File: config.mk
export PLATFORM = sky130hd
export DESIGN_NAME = chrono_counter_flat
export DESIGN_NICKNAME = d
export VERILOG_FILES = /design/src/rtl/chrono_counter_if.sv /design/src/rtl/chrono_counter.sv /design/src/flat_wrapper.sv
export SDC_FILE = /design/constraint.sdc
export NUM_CORES = 1
export LEC_CHECK = 0
export CAP_MARGIN = 5
export CORE_MARGIN = 2
export CORE_UTILIZATION = 54
export DETAILED_ROUTE_END_ITERATION = 12
export GPL_ROUTABILITY_DRIVEN = 0
export GPL_TIMING_DRIVEN = 0
export HOLD_SLACK_MARGIN = 0.06
export PLACE_DENSITY = 0.82
export SYNTH_ARGS = -nofsm -noshare
export SYNTH_HDL_FRONTEND = slang
export SYNTH_SLANG_ARGS = --single-unit
File: constraint.sdc
create_clock -name clk -period 3 [get_ports clk]
set_clock_uncertainty 0.15 [all_clocks]
set_input_delay 0.6 -clock clk [delete_from_list [all_inputs] [get_ports clk]]
set_output_delay 0.6 -clock clk [all_outputs]
set_load 0.005 [all_outputs]
File: src/rtl/chrono_counter_if.sv
// Control and display bundle for the stopwatch.
// The preload fields are a test hook that lets a bench jump the live count
// straight to a boundary value instead of running for hours of simulated time.
interface chrono_counter_if;
  logic       start_stop;
  logic       clear;
  logic       lap;
  logic       preload;
  logic [6:0] preload_h;
  logic [5:0] preload_min;
  logic [5:0] preload_s;
  logic [9:0] preload_ms;
  logic [6:0] bin_h;
  logic [5:0] bin_min;
  logic [5:0] bin_s;
  logic [9:0] bin_ms;
  logic       running;
  logic       lap_active;
  logic       overflow;

  modport master (
    output start_stop, clear, lap, preload, preload_h, preload_min, preload_s, preload_ms,
    input  bin_h, bin_min, bin_s, bin_ms, running, lap_active, overflow
  );

  modport slave (
    input  start_stop, clear, lap, preload, preload_h, preload_min, preload_s, preload_ms,
    output bin_h, bin_min, bin_s, bin_ms, running, lap_active, overflow
  );
endinterface

File: src/rtl/chrono_counter.sv
// Stopwatch: run/pause/clear control, millisecond prescaler, a cascaded
// h:min:s.ms counter that saturates at 99:59:59.999, and a lap freeze.
module chrono_counter #(
  parameter int TICKS_PER_MS = 50000
) (
  input logic             clk,
  input logic             reset,
  chrono_counter_if.slave bus
);

  typedef enum logic [1:0] {IDLE, RUN, PAUSED} state_t;

  localparam int             PW        = $clog2(TICKS_PER_MS);
  localparam logic [PW-1:0] PRESC_MAX = PW'(TICKS_PER_MS - 1);

  state_t        state;
  state_t        state_next;
  logic [PW-1:0] presc;
  logic [6:0]    h;
  logic [5:0]    min;
  logic [5:0]    s;
  logic [9:0]    ms;
  logic [6:0]    lap_h;
  logic [5:0]    lap_min;
  logic [5:0]    lap_s;
  logic [9:0]    lap_ms;
  logic          lap_active;
  logic          overflow;
  logic          advance;
  logic          ms_wrap;
  logic          s_wrap;
  logic          min_wrap;
  logic          at_max;

  assign advance  = (state == RUN) && (presc == PRESC_MAX);
  assign ms_wrap  = (ms == 10'd999);
  assign s_wrap   = (s == 6'd59);
  assign min_wrap = (min == 6'd59);
  assign at_max   = ms_wrap && s_wrap && min_wrap && (h == 7'd99);

  // State register for the run/pause controller.
  always_ff @(posedge clk) begin
    if (reset) state <= IDLE;
    else       state <= state_next;
  end

  // Next-state logic; clear beats start_stop, a held start_stop toggles every cycle.
  always_comb begin
    state_next = state;
    if (bus.clear) begin
      state_next = IDLE;
    end else if (bus.start_stop) begin
      case (state)
        IDLE:    state_next = RUN;
        RUN:     state_next = PAUSED;
        PAUSED:  state_next = RUN;
        default: state_next = IDLE;
      endcase
    end
  end

  // Prescaler only moves while running, so a pause keeps the sub-ms phase.
  always_ff @(posedge clk) begin
    if (reset || bus.clear)  presc <= '0;
    else if (state == RUN)   presc <= advance ? '0 : presc + PW'(1);
  end

  // Live count: all carries resolve on one edge, and the top value is sticky.
  always_ff @(posedge clk) begin
    if (reset || bus.clear) begin
      h        <= '0;
      min      <= '0;
      s        <= '0;
      ms       <= '0;
      overflow <= 1'b0;
    end else if (bus.preload) begin
      h   <= bus.preload_h;
      min <= bus.preload_min;
      s   <= bus.preload_s;
      ms  <= bus.preload_ms;
    end else if (advance) begin
      if (at_max) begin
        overflow <= 1'b1;
      end else begin
        ms <= ms_wrap ? 10'd0 : ms + 10'd1;
        if (ms_wrap)                      s   <= s_wrap ? 6'd0 : s + 6'd1;
        if (ms_wrap && s_wrap)            min <= min_wrap ? 6'd0 : min + 6'd1;
        if (ms_wrap && s_wrap && min_wrap) h  <= h + 7'd1;
      end
    end
  end

  // Lap freeze: first pulse while running snapshots the pre-advance count,
  // the next pulse (running or paused) releases the display.
  always_ff @(posedge clk) begin
    if (reset || bus.clear) begin
      lap_active <= 1'b0;
      lap_h      <= '0;
      lap_min    <= '0;
      lap_s      <= '0;
      lap_ms     <= '0;
    end else if (bus.lap) begin
      if (lap_active) begin
        lap_active <= 1'b0;
      end else if (state == RUN) begin
        lap_active <= 1'b1;
        lap_h      <= h;
        lap_min    <= min;
        lap_s      <= s;
        lap_ms     <= ms;
      end
    end
  end

  assign bus.bin_h      = lap_active ? lap_h   : h;
  assign bus.bin_min    = lap_active ? lap_min : min;
  assign bus.bin_s      = lap_active ? lap_s   : s;
  assign bus.bin_ms     = lap_active ? lap_ms  : ms;
  assign bus.running    = (state == RUN);
  assign bus.lap_active = lap_active;
  assign bus.overflow   = overflow;

endmodule
File: src/flat_wrapper.sv
// flat-port wrapper written by rule: the top's interface ports become plain ports
module chrono_counter_flat 
#(
  parameter int TICKS_PER_MS = 50000
)
  (clk, reset, bus_start_stop, bus_clear, bus_lap, bus_preload, bus_preload_h, bus_preload_min, bus_preload_s, bus_preload_ms, bus_bin_h, bus_bin_min, bus_bin_s, bus_bin_ms, bus_running, bus_lap_active, bus_overflow);
  chrono_counter_if bus_i ();
  input logic clk;
  input logic reset;
  input wire logic [$bits(bus_i.start_stop)-1:0] bus_start_stop;
  input wire logic [$bits(bus_i.clear)-1:0] bus_clear;
  input wire logic [$bits(bus_i.lap)-1:0] bus_lap;
  input wire logic [$bits(bus_i.preload)-1:0] bus_preload;
  input wire logic [$bits(bus_i.preload_h)-1:0] bus_preload_h;
  input wire logic [$bits(bus_i.preload_min)-1:0] bus_preload_min;
  input wire logic [$bits(bus_i.preload_s)-1:0] bus_preload_s;
  input wire logic [$bits(bus_i.preload_ms)-1:0] bus_preload_ms;
  output wire logic [$bits(bus_i.bin_h)-1:0] bus_bin_h;
  output wire logic [$bits(bus_i.bin_min)-1:0] bus_bin_min;
  output wire logic [$bits(bus_i.bin_s)-1:0] bus_bin_s;
  output wire logic [$bits(bus_i.bin_ms)-1:0] bus_bin_ms;
  output wire logic [$bits(bus_i.running)-1:0] bus_running;
  output wire logic [$bits(bus_i.lap_active)-1:0] bus_lap_active;
  output wire logic [$bits(bus_i.overflow)-1:0] bus_overflow;
  assign bus_i.start_stop = bus_start_stop;
  assign bus_i.clear = bus_clear;
  assign bus_i.lap = bus_lap;
  assign bus_i.preload = bus_preload;
  assign bus_i.preload_h = bus_preload_h;
  assign bus_i.preload_min = bus_preload_min;
  assign bus_i.preload_s = bus_preload_s;
  assign bus_i.preload_ms = bus_preload_ms;
  assign bus_bin_h = bus_i.bin_h;
  assign bus_bin_min = bus_i.bin_min;
  assign bus_bin_s = bus_i.bin_s;
  assign bus_bin_ms = bus_i.bin_ms;
  assign bus_running = bus_i.running;
  assign bus_lap_active = bus_i.lap_active;
  assign bus_overflow = bus_i.overflow;
  chrono_counter #(.TICKS_PER_MS(TICKS_PER_MS)) u_core (.clk(clk), .reset(reset), .bus(bus_i));
endmodule
==> results of run 1 <==
-- stage by stage --
step	hold slack, ns	total power (µW)	setup WS [ns]
after floorplan	0.283	1200	0.537
after global placement	0.288	1310	0.102
after detailed placement	0.296	1320	0.140
after CTS	0.307	2170	0.0180
after global routing	0.322	2240	0.0256
final	0.308	2180	0.120
-- cells in the mapped netlist, drive strengths merged (2+ instances only) --
| cell type | number |
|---|---|
| nand3 | 19 |
| nor3 | 10 |
| nor4b | 3 |
| mux2i | 3 |
| a32o | 2 |
| a31oi | 11 |
| xnor2 | 11 |
| nand4 | 9 |
| o21ai | 15 |
| inv | 6 |
| a31o | 2 |
| or2 | 4 |
| and4bb | 4 |
| o31ai | 9 |
| buf | 6 |
| and4 | 5 |
| ha | 5 |
| nand4bb | 2 |
| a311oi | 4 |
| and2 | 5 |
| clkbuf | 28 |
| mux2 | 28 |
| or4 | 6 |
| o31a | 2 |
| o22ai | 3 |
| nand2b | 3 |
| nand3b | 2 |
| o311ai | 4 |
| a22oi | 6 |
| xor2 | 7 |
| dfxtp | 78 |
| or3 | 2 |
| a211oi | 11 |
| nor2b | 2 |
| nor3b | 2 |
| nand2 | 98 |
| o211ai | 2 |
| and3 | 6 |
| a21oi | 48 |
| nor2 | 36 |
| nor4 | 8 |
-- tightest hold or removal path: cells and delay by family (launching register included) --
kind,cells,cell delay [ns]
compound gates,1,0.05
flops,1,0.31
simple gates,1,0.05
-- how the worst max path moves through the flow --
stage / startpoint / endpoint / slack (ns) / depth (start not counted)
global route: u_core.h[0] / u_core.ms[8] / 0.03 / 7
finish: u_core.h[0] / u_core.ms[7] / 0.12 / 7
CTS: u_core.bus.lap_active / bus_bin_s[5] / 0.02 / 3
detailed placement: bus_preload / u_core.ms[7] / 0.14 / 7
global placement: bus_preload / u_core.ms[7] / 0.10 / 7
floorplan: bus_preload / u_core.min[5] / 0.54 / 7
-- kinds of logic (layout without fill, tap and decap cells) --
group                    count (synthesis)  after routing  synth area share (%)
adder cells (fa/ha/maj)                  5              5                  1.46
flip-flops                              78             78                  36.6
multiplexers                            31             31                  8.09
XOR/XNOR                                18             18                  3.69
buffers and inverters                   41            122                  3.69
AO/OA/AOI/OAI                          127            127                  19.2
AND/OR/NAND/NOR                        229            229                  27.3
-- per-layer routing --
layer | global-route usage [%] | wire length [µm]
met1 | 41.1 | 5510
met2 | 48.4 | 5820
met5 | 0 | 0
met4 | 12.5 | 301
met3 | 4.56 | 1170
-- power by group --
| group | leakage (µW) | switching (µW) | internal, µW | total [µW] |
|---|---|---|---|---|
| logic | 0.00101 | 119 | 111 | 230 |
| registers | 0.000631 | 21.3 | 1050 | 1070 |
| clock network | 0.000110 | 388 | 490 | 878 |
| total | 0.00175 | 529 | 1650 | 2180 |
-- final cells by class --
type,instances,share of cell area (%)
Inverter,7,0.499
Clock buffer,12,2.75
Buffer,34,2.56
Sequential cell,78,29.6
Clock inverter,4,1.33
Multi-Input combinational cell,410,48.5
Timing Repair Buffer,65,12.3
Tap cell,102,2.42
-- flip-flops by register name (all words and copies together) (netlist names) --
register	count
u_core.bus.overflow	1
u_core.ms	10
u_core.min	6
u_core.presc	16
u_core.bus.lap_active	1
u_core.state	2
u_core.lap_ms	10
u_core.h	7
u_core.lap_s	6
u_core.s	6
u_core.lap_min	6
u_core.lap_h	7
-- timing repair --
item | 4_1_cts | 5_1_grt
endpoints found under the setup margin | 4 | 20
hold endpoints to repair | 0 | 0
gates resized for setup | 1 | 3
pin swaps | 0 | 0
hold buffers | 0 | 0
==> metrics.csv, run 1 <==
stage;metric;value;unit
run_status;status;finished, final reports clean;
yosys;yosysUniqueCellTypes;63;
global_routing;grt_pass1_vias;4271;
critical_path;cpPeakStageDelay;0.50;ns
critical_path;worstSetupPathType;register to register;
route;wl;12.8;mm
placed_design;placed_cell_area;5050;µm²
placed_design;place_hpwl;8.89;mm
cts;cts_setup_buffers;0;
sta;min_period_over_period;96.0;%
layout;insertedDiodeCount;0;
critical_path;required;3.07;ns
critical_path;path_delay_family;simple AND/OR/NAND/NOR gates;
layout;multi_input_area;2550;µm²
yosys;yosysSeqAreaShare;36.6;%
layout;area_delta_synth_final;23.4;%
cts;numCtsBuffers;9;
global_routing;grt_pass1_wl;20.9;mm
critical_path;path_buf_inv;1;
die;rows;32;
flow_run;cap_violations;0;
sta;drv_slew;0;
yosys;synth_edf_count;0;
sta;period_needed;2.88;ns
yosys;yosysWarnings;0;
sta;hold_viol_final;0;
sta;slew_headroom;55.8;%
critical_path;ff2ff_path_depth;7;
route;drt_iter0_drc;459;
route;vias;4457;
route;first_pass_iters;5;
cts;cts_max_level;3;
route;wl_per_cell;18.0;µm
layout;finish.utilization;68.6;%
global_routing;grt_max_degree;13;
die;coreArea;7690;µm²
die;dieArea;8640;µm²
yosys;synthTopCellsByArea;dfxtp_1, nand2_1, mux2_2, a21oi_1, nor2_1;
critical_path;regToRegSetupSlack;0.12;ns
layout;fillers;627;
route;viasPerCell;6.26;
critical_path;r2r-start;u_core.h[0];
layout;layout_commonest_cell;nand2_1;
cts;clk_pin_slew_worst_paths;0.08;ns
critical_path;worstPathArrival;2.95;ns
worst_hold_path;hold_depth;2;
route;final_antenna_net_count;0;
yosys;netlist.area_leader.share;36.6;%
layout;drive_gt1_share;10.2;%
critical_path;end_kind;register;
yosys;ys_ff_latch;78;
pwr;power_leakage;0.00175;µW
cts;cts_tree;yes;
yosys;synth_fp_nets;569;
global_routing;antenna_found_initial;0;
layout;layout.cells.non_filler;712;
critical_path;startpoint_type;register;
yosys;synth_cells;529;
sta;clock.fmax;347;MHz
cts;cts_root_buf;clkbuf_8;
sta;rsz0062_at_grt;false;
placed_design;placed_cells;696;
die;die_x;92.9;µm
sta;finalSetupViolations;0;
yosys;syn-cell-area;4270;µm²
yosys;yosysTopAreaCell;dfxtp_1;
global_routing;overflow;0;
critical_path;slowest_stage;dfxtp_1;
worst_hold_path;hold_path.class;register to register;
layout;regArea;1560;µm²
cts;insertion_delay;0.36;ns
layout;final_area;5270;µm²
die;die_height;92.9;µm
pwr;vdd_drop_max;0.207;mV
route;route.detailed.drc;0;
yosys;synthFlopType;dfxtp_1;
worst_hold_path;worstHoldStart;u_core.lap_s[4];
yosys;avgSynthCellArea;8.07;µm²
cts;cts.sinks;78;
critical_path;r2r_end;u_core.ms[7];
placed_design;portBuffers;65;
die;initial_core_util;55.6;%
layout;final_nets;645;
critical_path;critPathMaxFanout;10;
layout;final_cell_mix;nand2_1, dfxtp_1, clkdlybuf4s50_1;
yosys;async_reset_ff_share;0;%
sta;setup_tns;0;ns
worst_hold_path;worstHoldEndpoint;u_core.lap_s[4];
critical_path;crit_chain;ha_1 > or3b_1 > nor4_1 > nand3_1 > clkbuf_1 > a31oi_1 > a211oi_1;
die;ios;67;
cts;cts_buffer_depth;2;
pwr;power_density;413;nW/µm²
global_routing;groute.usage.overall;30.4;%
sta;worstMarginPinSlew;0.663;ns
(Power assumes the default switching activity.)
==> run 2: changes to the inputs <==
--- a/config.mk
+++ b/config.mk
@@ -5,9 +5,10 @@
 export SDC_FILE = /design/constraint.sdc
 export NUM_CORES = 1
 export LEC_CHECK = 0
-export CAP_MARGIN = 5
+export CAP_MARGIN = 20
 export CORE_MARGIN = 2
 export CORE_UTILIZATION = 54
+export CTS_CLUSTER_SIZE = 24
 export DETAILED_ROUTE_END_ITERATION = 12
 export GPL_ROUTABILITY_DRIVEN = 0
 export GPL_TIMING_DRIVEN = 0
==> results of run 2 <==
Final layout, timing and power as in run 1 (identical DEF).
==> run 3: changes to the inputs <==
--- a/config.mk
+++ b/config.mk
@@ -5,15 +5,18 @@
 export SDC_FILE = /design/constraint.sdc
 export NUM_CORES = 1
 export LEC_CHECK = 0
+export ABC_CLOCK_PERIOD_IN_PS = 3000
 export CAP_MARGIN = 20
+export CORE_ASPECT_RATIO = 1.4
 export CORE_MARGIN = 2
-export CORE_UTILIZATION = 54
+export CORE_UTILIZATION = 56
+export CTS_BUF_LIST = sky130_fd_sc_hd__clkbuf_2 sky130_fd_sc_hd__clkbuf_4 sky130_fd_sc_hd__clkbuf_8
 export CTS_CLUSTER_SIZE = 24
 export DETAILED_ROUTE_END_ITERATION = 12
 export GPL_ROUTABILITY_DRIVEN = 0
 export GPL_TIMING_DRIVEN = 0
 export HOLD_SLACK_MARGIN = 0.06
-export PLACE_DENSITY = 0.82
+export PLACE_DENSITY = 0.85
 export SYNTH_ARGS = -nofsm -noshare
 export SYNTH_HDL_FRONTEND = slang
 export SYNTH_SLANG_ARGS = --single-unit
==> metrics.csv, run 3 (same netlist as run 1, synthesis figures left out) <==
stage;metric;value;unit
layout;final_nets;645;
critical_path;regToRegSetupSlack;0.09;ns
die;dieArea;8350;µm²
global_routing;grt_pass1_wl;20.6;mm
critical_path;path_buf_inv;2;
layout;reg.largest.list;u_core.presc x16, u_core.lap_ms x10, u_core.ms x10;
pwr;power_density;399;nW/µm²
die;coreArea;7360;µm²
layout;largest_register_ffs;16;
die;die_height;107;µm
run_status;status;finished, final reports clean;
critical_path;critPathCapture;bus_bin_s[5];
layout;final_cell_mix;nand2_1, dfxtp_1, clkdlybuf4s50_1;
layout;layout.cells.non_filler;707;
critical_path;slowest_stage;buf_1;
route;vias;4548;
critical_path;critPathMaxFanout;10;
route;first_pass_iters;5;
die;ios;67;
critical_path;cpPeakStageDelay;0.52;ns
critical_path;worstPathArrival;2.17;ns
die;die_x;77.8;µm
global_routing;antenna_found_initial;0;
sta;drv_slew;0;
cts;cts.sinks;78;
cts;cts_root_buf;clkbuf_8;
die;initial_core_util;58.0;%
cts;insertion_delay;0.37;ns
critical_path;required;2.25;ns
route;drt_iter0_drc;461;
pwr;vdd_drop_max;0.300;mV
critical_path;end_kind;output port;
critical_path;r2r_end;u_core.h[3];
critical_path;crit_chain;buf_1 > mux2_2 > clkdlybuf4s50_1;
sta;finalSetupViolations;0;
critical_path;cp.depth;3;
route;route.detailed.drc;0;
sta;slew_headroom;52.8;%
route;wl_per_cell;18.8;µm
layout;layout_commonest_cell;nand2_1;
cts;numCtsBuffers;9;
cts;cts_hold_buffers;0;
sta;min_period_over_period;97.5;%
placed_design;place_hpwl;9.45;mm
cts;clk_pin_slew_worst_paths;0.08;ns
cts;cts_tree;yes;
placed_design;portBuffers;65;
placed_design;placed_cells;691;
die;rows;37;
layout;drive_gt1_share;10.3;%
route;wl;13.3;mm
critical_path;crit_path_start;u_core.bus.lap_active;
sta;worstMarginPinSlew;0.700;ns
route;viasPerCell;6.43;
route;final_antenna_net_count;0;
placed_design;pre_cts_slack;0.0956;ns
sta;setup_slack;0.0758;ns
layout;insertedDiodeCount;0;
global_routing;overflow;0;
cts;cts_max_level;3;
sta;clock.fmax;342;MHz
critical_path;r2r-start;u_core.s[0];
critical_path;worstSetupPathType;register to output port;
sta;hold_viol_final;0;
global_routing;groute.usage.overall;31.6;%
critical_path;startpoint_type;register;
sta;period_needed;2.92;ns
critical_path;path_delay_family;buffers and inverters;
layout;area_delta_synth_final;22.9;%
layout;regMostFlops;u_core.presc;
global_routing;grt_max_degree;12;
global_routing;grt_pass1_vias;4369;
worst_hold_path;hold_path.class;register to register;
critical_path;ff2ff_path_depth;6;
flow_run;cap_violations;0;
pwr;power_leakage;0.00174;µW
cts;cts_buffer_depth;2;
## run 3: cell types whose count changed in the layout (fill, tap and decap cells not counted)
cell	before	now
clkbuf_8	10	12
bufinv_16	2	0
clkbuf_4	0	4
nor4_2	0	1
nor4_1	8	7
clkbuf_1	30	28
clkbuf_2	2	1
nor2_1	35	36
buf_1	0	1
nor2_2	1	0
clkinv_2	2	0
## run 3: worst register-to-register path: stages (launching register included)
cell and delay [ns]:
dfxtp_1 0.48, ha_1 0.27, nand3b_1 0.19, nor2_1 0.57, nand4_1 0.43, or4_1 0.59
a31oi_1 0.16
## run 3: power breakdown
group | internal [µW] | switching [µW]
registers | 1050 | 22.3
logic | 111 | 121
clock network | 407 | 383
total | 1570 | 526
## run 3: layout make-up
type	instances	area, µm²
plain buffers	34	134
clock buffers	16	195
fillers	584	2110
inverters	7	26.3
multi-input cells	410	2560
flip-flops and latches	78	1560
well taps	97	121
repair buffers	65	651
## run 3: through the flow
stage	utilization [%]	total power (µW)	area [µm²]	setup TNS, ns	hold slack (ns)
floorplan	-	1200	4270	0	0.283
global placement	68.5	1310	5040	0	0.288
detailed placement	68.5	1320	5040	0	0.295
CTS	71.2	2080	5240	0	0.306
global route	71.3	2150	5250	-0.107	0.322
finish	71.3	2090	5250	0	0.302
## run 3: repair_timing
action                                  CTS  global route
gates cloned                              0             0
endpoints found under the setup margin    1             9
gates resized for setup                   1             2
setup buffers                             0             0
## run 3: worst min path at each step
| stage | end | slack, ns | start | depth (start not counted) |
|---|---|---|---|---|
| 6_report | u_core.lap_h[2] | 0.30 | u_core.lap_h[2] | 2 |
| 5_1_grt | u_core.lap_h[5] | 0.32 | u_core.lap_h[5] | 2 |
| 4_1_cts | u_core.lap_h[2] | 0.31 | u_core.lap_h[2] | 2 |
| 3_5_place_dp | u_core.lap_h[2] | 0.29 | u_core.lap_h[2] | 2 |
| 3_3_place_gp | u_core.lap_s[3] | 0.29 | u_core.lap_s[3] | 2 |
| 2_1_floorplan | u_core.lap_h[0] | 0.28 | u_core.lap_h[0] | 2 |
## run 3: metal layers
metal	routed length (µm)	track usage, %
met4	706	20.8
met2	6690	55.0
met5	0	0
met1	4810	35.1
met3	1070	5.37
